--- config.mk ---
export PLATFORM = sky130hd
export DESIGN_NAME = wb_arbiter
export DESIGN_NICKNAME = d
export VERILOG_FILES = /design/src/rtl/wb_arbiter.sv
export SDC_FILE = /design/constraint.sdc
export NUM_CORES = 1
export LEC_CHECK = 0
export ABC_CLOCK_PERIOD_IN_PS = 7600
export CORE_MARGIN = 2
export CORE_UTILIZATION = 45
export CTS_BUF_LIST = sky130_fd_sc_hd__clkbuf_8
export DETAILED_ROUTE_END_ITERATION = 8
export PLACE_DENSITY_LB_ADDON = 0.05
export REMOVE_ABC_BUFFERS = 1
export SETUP_SLACK_MARGIN = 0.1
export SYNTH_ARGS = -nofsm -noshare
export SYNTH_HDL_FRONTEND = slang
export SYNTH_SLANG_ARGS = --single-unit
--- constraint.sdc ---
create_clock -name clk -period 7.6 [get_ports clk]
set_input_delay 1.52 -clock clk [delete_from_list [all_inputs] [get_ports clk]]
set_output_delay 1.52 -clock clk [all_outputs]
set_load 0.01 [all_outputs]
--- src/rtl/wb_arbiter.sv ---
// Writeback arbiter: merges MEM/WB pipeline writes with buffered long-latency results onto
// the single register-file write port. Define WB_BYPASS_EN to add output-stage forward ports.
module wb_arbiter #(
   parameter int unsigned DATA_W   = 32,
   parameter int unsigned DEPTH    = 4,
   parameter int unsigned MAX_WAIT = 8
) (
   input  logic              clk,
   input  logic              rst,
   input  logic              pipe_valid,
   input  logic [4:0]        pipe_reg,
   input  logic [DATA_W-1:0] pipe_data,
   output logic              pipe_stall,
   input  logic              lu_valid,
   output logic              lu_ready,
   input  logic [4:0]        lu_reg,
   input  logic [DATA_W-1:0] lu_data,
   output logic              regwrite,
   output logic [4:0]        writeReg,
   output logic [DATA_W-1:0] writeData,
`ifdef WB_BYPASS_EN
   output logic              fwd1_valid,
   output logic [DATA_W-1:0] fwd1_data,
   output logic              fwd2_valid,
   output logic [DATA_W-1:0] fwd2_data,
`endif
   input  logic [4:0]        chk_reg1,
   input  logic [4:0]        chk_reg2,
   output logic              busy1,
   output logic              busy2
);

   localparam int unsigned PW = $clog2(DEPTH);
   localparam int unsigned CW = $clog2(DEPTH + 1);
   localparam int unsigned WW = $clog2(MAX_WAIT + 1);

   logic [4:0]        fifo_reg  [DEPTH];
   logic [DATA_W-1:0] fifo_data [DEPTH];
   logic [PW-1:0]     rd_ptr, wr_ptr;
   logic [CW-1:0]     count;
   logic [WW-1:0]     wait_cnt;

   logic empty, full, pipe_win, grant_pipe, pop, push;
   logic hit1, hit2;

   always_comb begin
      empty      = (count == '0);
      full       = (count == CW'(DEPTH));
      lu_ready   = rst | ~full;
      pipe_stall = ~rst & ~empty & (wait_cnt == WW'(MAX_WAIT));
      pipe_win   = pipe_valid & (pipe_reg != 5'd0);
      // Head drains when forced by starvation or whenever the pipeline has no real write.
      pop        = ~empty & (pipe_stall | ~pipe_win);
      grant_pipe = pipe_win & ~pipe_stall;
      // Writes to r0 complete the handshake but are dropped.
      push       = lu_valid & ~full & (lu_reg != 5'd0);
   end

   always_comb begin
      hit1 = 1'b0;
      hit2 = 1'b0;
      for (int i = 0; i < int'(DEPTH); i++) begin
         if (CW'(i) < count) begin
            if (fifo_reg[rd_ptr + PW'(i)] == chk_reg1) hit1 = 1'b1;
            if (fifo_reg[rd_ptr + PW'(i)] == chk_reg2) hit2 = 1'b1;
         end
      end
      if (push && lu_reg == chk_reg1) hit1 = 1'b1;
      if (push && lu_reg == chk_reg2) hit2 = 1'b1;
`ifdef WB_BYPASS_EN
      fwd1_valid = regwrite & (writeReg == chk_reg1) & (chk_reg1 != 5'd0);
      fwd2_valid = regwrite & (writeReg == chk_reg2) & (chk_reg2 != 5'd0);
      fwd1_data  = writeData;
      fwd2_data  = writeData;
`else
      if (regwrite && writeReg == chk_reg1) hit1 = 1'b1;
      if (regwrite && writeReg == chk_reg2) hit2 = 1'b1;
`endif
      busy1 = (chk_reg1 != 5'd0) & hit1;
      busy2 = (chk_reg2 != 5'd0) & hit2;
   end

   always_ff @(posedge clk) begin
      if (push) begin
         fifo_reg[wr_ptr]  <= lu_reg;
         fifo_data[wr_ptr] <= lu_data;
      end
   end

   always_ff @(posedge clk) begin
      if (rst) begin
         rd_ptr    <= '0;
         wr_ptr    <= '0;
         count     <= '0;
         wait_cnt  <= '0;
         regwrite  <= 1'b0;
         writeReg  <= 5'd0;
         writeData <= '0;
      end else begin
         if (push) wr_ptr <= wr_ptr + PW'(1);
         if (pop)  rd_ptr <= rd_ptr + PW'(1);
         count    <= count + CW'(push) - CW'(pop);
         wait_cnt <= (~empty & ~pop) ? wait_cnt + WW'(1) : '0;
         regwrite <= grant_pipe | pop;
         if (grant_pipe) begin
            writeReg  <= pipe_reg;
            writeData <= pipe_data;
         end else if (pop) begin
            writeReg  <= fifo_reg[rd_ptr];
            writeData <= fifo_data[rd_ptr];
         end
      end
   end

endmodule

**Word level (Yosys, flattened, before mapping)**

Memories as Yosys holds them, arrays and structs flattened. A register that Yosys moved wholly into a read port is not among the register bits.
Index checks and enable logic that the tools add are counted.

- Add/sub/neg operators: 7
- Magnitude comparators: 4
- Equality and inequality tests: 14
- Mux-type cells: 30
- Bitwise operators: 20
- Reduce and logical (&&, ||, !) cells: 11

Operators by type and width:

| operator | number |
|---|---|
| $mux W32 | 2 |
| $eq A5 B5 Y1 | 12 |
| $mux W1 | 22 |
| $reduce_bool A5 Y1 | 4 |
| $and A1 B1 Y1 | 10 |
| $mux W5 | 2 |
| $mux W2 | 4 |
| $not A1 Y1 | 7 |
| $lt A1 B3 Y1 const A | 2 |
| $lt A2 B3 Y1 const A | 2 |
| $add A2 B1 Y2 const B | 2 |
| $add A2 B2 Y2 const B | 2 |
| $add A4 B1 Y4 const B | 1 |
| $eq A4 B4 Y1 const B | 1 |
| $logic_and A1 B1 Y1 | 4 |
| $add A3 B1 Y3 | 1 |
| $eq A3 B3 Y1 const B | 1 |
| $logic_not A3 Y1 | 1 |
| $or A1 B1 Y1 | 3 |
| $sub A3 B1 Y3 | 1 |
| $reduce_bool A2 Y1 | 1 |
| $reduce_or A2 Y1 | 1 |

- Register bits after elaboration: 49
- Bits in writable memories: 148
- Output and inout port bits: 42
- Logic and storage cells: 95
- Memories: 2

Memories:

| name | words | bits a word | rd ports | clocked after memory_dff | write ports | line | source |
|---|---|---|---|---|---|---|---|
| fifo_data | 4 | 32 | 1 | 1 | 1 | 38 | `logic [DATA_W-1:0] fifo_data [DEPTH];` |
| fifo_reg | 4 | 5 | 4 | 1 | 1 | 37 | `logic [4:0] fifo_reg [DEPTH];` |

**Longest topological paths before layout**

- Depth in word-level cells: 12
- Gate-level depth with buffers: 13

**Worst setup path after synthesis**

OpenSTA, ideal clock, no wires.

- Path kind: input to output
- Start: input port lu_reg[1]
- End: output port busy1
- Arrival: 2.917 ns
- Data required time: 6.080 ns
- Path slack: 3.163 ns
- Cell stages on the path: 6
- Buffers on the path: 0
- Path through: or4_1 > o211ai_4 > nor4_1 > a31oi_1 > o31ai_1 > o22a_1

- Word-level cells in the longest chain between the ends: 6

Ends and longest elaborated chain:

| element | line | source |
|---|---|---|
| start, declared | 16 | `input logic [4:0] lu_reg,` |
| $reduce_bool A5 Y1 | 56 | `push = lu_valid & ~full & (lu_reg != 5'd0);` |
| $and A1 B1 Y1 | 56 |  |
| $logic_and A1 B1 Y1 (*) | 68 | `if (push && lu_reg == chk_reg1) hit1 = 1'b1;` |
| $mux W1 (*) | 68 |  |
| $mux W1 (*) | 76 | `if (regwrite && writeReg == chk_reg1) hit1 = 1'b1;` |
| $and A1 B1 Y1 (*) | 79 | `busy1 = (chk_reg1 != 5'd0) & hit1;` |
| end, declared | 29 | `output logic busy1,` |

Mark *: on every way between the ends. The rest lies on a longest branch, timed or not.

**Worst setup path in the final report**

Same ends and word-level chain as after synthesis.

==> results.yml <==
clock_tree:
  cts_resized: 0
  cts-root-buf: "clkbuf_8"
  cts_made_buffers: 17
  clk_pin_slew_ns: 0.10
  cts_tree: "built"
  cts.sinks: 199
  h-tree-depth: 4
  holdBufCountCts: 0
  worst_skew_pair.late_latency_ns: 0.47
  clk_path_buf_depth: 2
  post_cts_buffers: 0
worst_setup_path:
  critical_path_class: "in -> out"
  reg2reg_from: "count[1]"
  worstRegToRegCells: 12
  start_kind: "primary input"
  r2r_end: "count[2]"
  endpoint_kind: "primary output"
  required_ns: 6.08
  r2r_slack_ns: 4.36
  worst_ep_arrival_time_ns: 4.32
  cp_max_fo: 9
pwr:
  power_frac_comb_pct: 30.5
  power.share.switching_pct: 33.31
  p_leak_nw: 3.540
  total_power_mw: 3.119
  pwr-share-clk_pct: 22.2
  p_int_mw: 2.080
  power_frac_seq_pct: 47.3
  vdd_drop_max_uv: 170.7
  power_density_nw_per_um2: 290.9
  power.switching_mw: 1.039
route:
  drcViolationCount: 0
  routed_wirelength_mm: 20.08
  vias_per_cell: 5.457
  first_pass_iters: 5
  ant_nets: 0
  wl_per_cell_um: 20.29
  drt_iter0_drc: 272
  dr_total_vias: 5402
logic_synthesis:
  avgSynthCellArea_um2: 14.69
  ys_seq_area_share_pct: 62.02
  synth.distinct_cells: 40
  syn-cell-area_um2: 8812
  syn_inst: 600
  synthTopCellsByArea: "edfxtp_1 (50%), dfxtp_1 (12%), mux4_2 (12%), xor2_1 (4.1%), a311oi_1 (3.5%)"
  synthArstFlopShare_pct: 0
  yosysWarnings: 0
  ys.flop_type: "edfxtp_1"
  yosys.area.top_type: "edfxtp_1"
  synth_edf_count: 148
  yosysTopAreaCellShare_pct: 50.43
  ys_ff_latch: 199
floorplanning:
  die_w_um: 143.9
  coreArea_um2: 19330
  row_count: 51
  initial_core_util_pct: 45.58
  ioPinCount: 130
  die_y_um: 143.9
  die-area_um2: 20720
placement:
  port-buffer-count: 129
  dpl.hpwl_mm: 12.92
  routabilityCongestion: 0.8678
  dpl.cell_count: 958
  pre_cts_ws_ns: 1.790
  place_area_um2: 10310
sta:
  fin_crit_sh_pct: 76.87
  setup_ws_ns: 1.758
  slew_headroom_pct: 27.42
  max_freq_mhz: 171.2
  tns_ns: 0
  final.min_clock_period_ns: 5.842
  setup_violations: 0
  clock_skew_ns: 0.02088
  drv_slew: 0
  hold_violations: 0
  worst_pin_slew_ns: 1.089
  rsz0062_at_grt: "false"
  hold_ws_ns: 0.4765
global_route:
  antenna_found_initial: 0
  grt_pass1_wl_mm: 31.02
  grt_pass1_vias: 5502
  grt_use_total_pct: 20.26
  overflow: 0
  grt_max_degree: 77
outcome:
  outcome: "completed"
finish:
  stdcell_area_um2: 10720
  post-route-util_pct: 55.46
  layout-drive-gt1-share_pct: 13.66
  area_delta_synth_final_pct: 21.69
  layout.cells.non_filler: 990
  largest_reg_flops: 128
  finalNetCount: 811
  antenna_cells: 0
job:
  drv_cap: 0
worst_hold_path:
  worstHoldStart: "wait_cnt[0]"
  min-delay-path-class: "reg -> reg"
  min_to: "wait_cnt[0]"
  whs_path_depth: 1
[worst max-delay path by stage]
stage	depth (start not counted)	end	start
global route	8	busy1	lu_reg[2]
finish	8	busy1	lu_reg[1]
global placement	8	busy1	lu_reg[1]
floorplan	10	count[2]	pipe_reg[0]
detailed placement	8	busy1	lu_reg[2]
CTS	8	busy1	lu_reg[3]
[power groups by stage]
stage	Clock (mW)	Combinational, mW	Sequential (mW)
after global placement	0	0.958	1.50
after CTS	0.713	0.967	1.49
final	0.692	0.951	1.48
after detailed placement	0	0.963	1.51
after floorplan	0	0.591	1.48
after global routing	0.753	1.04	1.51
[routing by layer]
layer  vias to the layer above  track usage (%)  share of wire [%]
met3                        10            3.832                5.7
li1                       2495                -                  -
met1                      2733            26.88                 44
met5                         -                0                  0
met4                         0            5.624               0.73
met2                       164            34.34                 50
[synth_stat cells, types with 2 or more instances]
cell	count
nand3_1	14
buf_2	11
nor2_1	52
o22a_1	2
dfxtp_1	51
inv_1	14
xor2_1	41
clkbuf_1	21
a22oi_1	2
buf_6	3
nand2_1	78
nand4_1	2
a21oi_1	2
nor4_1	10
or4_1	4
mux4_2	45
xnor2_1	24
ha_1	10
buf_1	4
edfxtp_1	148
a311oi_1	35
mux4_1	7
buf_4	3
[area by class of cell]
class / count / area [µm²]
clock buffer: 17 / 234.0
inverter: 14 / 52.55
multi-input combinational: 344 / 3120
clock inverter: 15 / 176.4
timing repair buffer: 136 / 1339
fill: 1621 / 8611
sequential: 199 / 5470
tap: 265 / 331.6
[placed cells by master, fill, tap and decap left out, types with 2 or more instances in the layout]
master,synthesis,final
a21oi_1,2,2
o22a_1,2,2
inv_1,14,15
inv_6,0,2
mux4_1,7,7
inv_8,0,5
xor2_1,41,41
nor4_1,10,10
mux4_2,45,45
a311oi_1,35,35
edfxtp_1,148,148
nor2_4,0,4
dfxtp_1,51,49
buf_4,3,7
or4_1,4,4
a22oi_1,2,2
nand3_1,14,13
clkdlybuf4s50_1,0,128
nand4_1,2,2
xnor2_1,24,24
clkbuf_8,0,17
clkinv_8,0,2
ha_1,10,10
nor2_1,52,48
nand2_1,78,78
[kinds of logic after synthesis]
kind of cell / synth area share (%)
AOI/OAI and AO/OA: 4.728
xor gates and xnor gates: 6.645
adders and majority gates: 1.647
buffers and inverters: 3.152
DFF: 62.02
muxes: 13.70
and+or+nand+nor: 8.108
[worst max-delay path, cell delays in order]
cell and delay [ns]:
clkdlybuf4s50_1 0.54, or4_1 0.63, o211ai_4 0.46, nor4_1 0.20, a31oi_1 0.18, o31ai_1 0.09, o22a_1 0.21, clkdlybuf4s50_1 0.48
(Power assumes the default switching activity.)
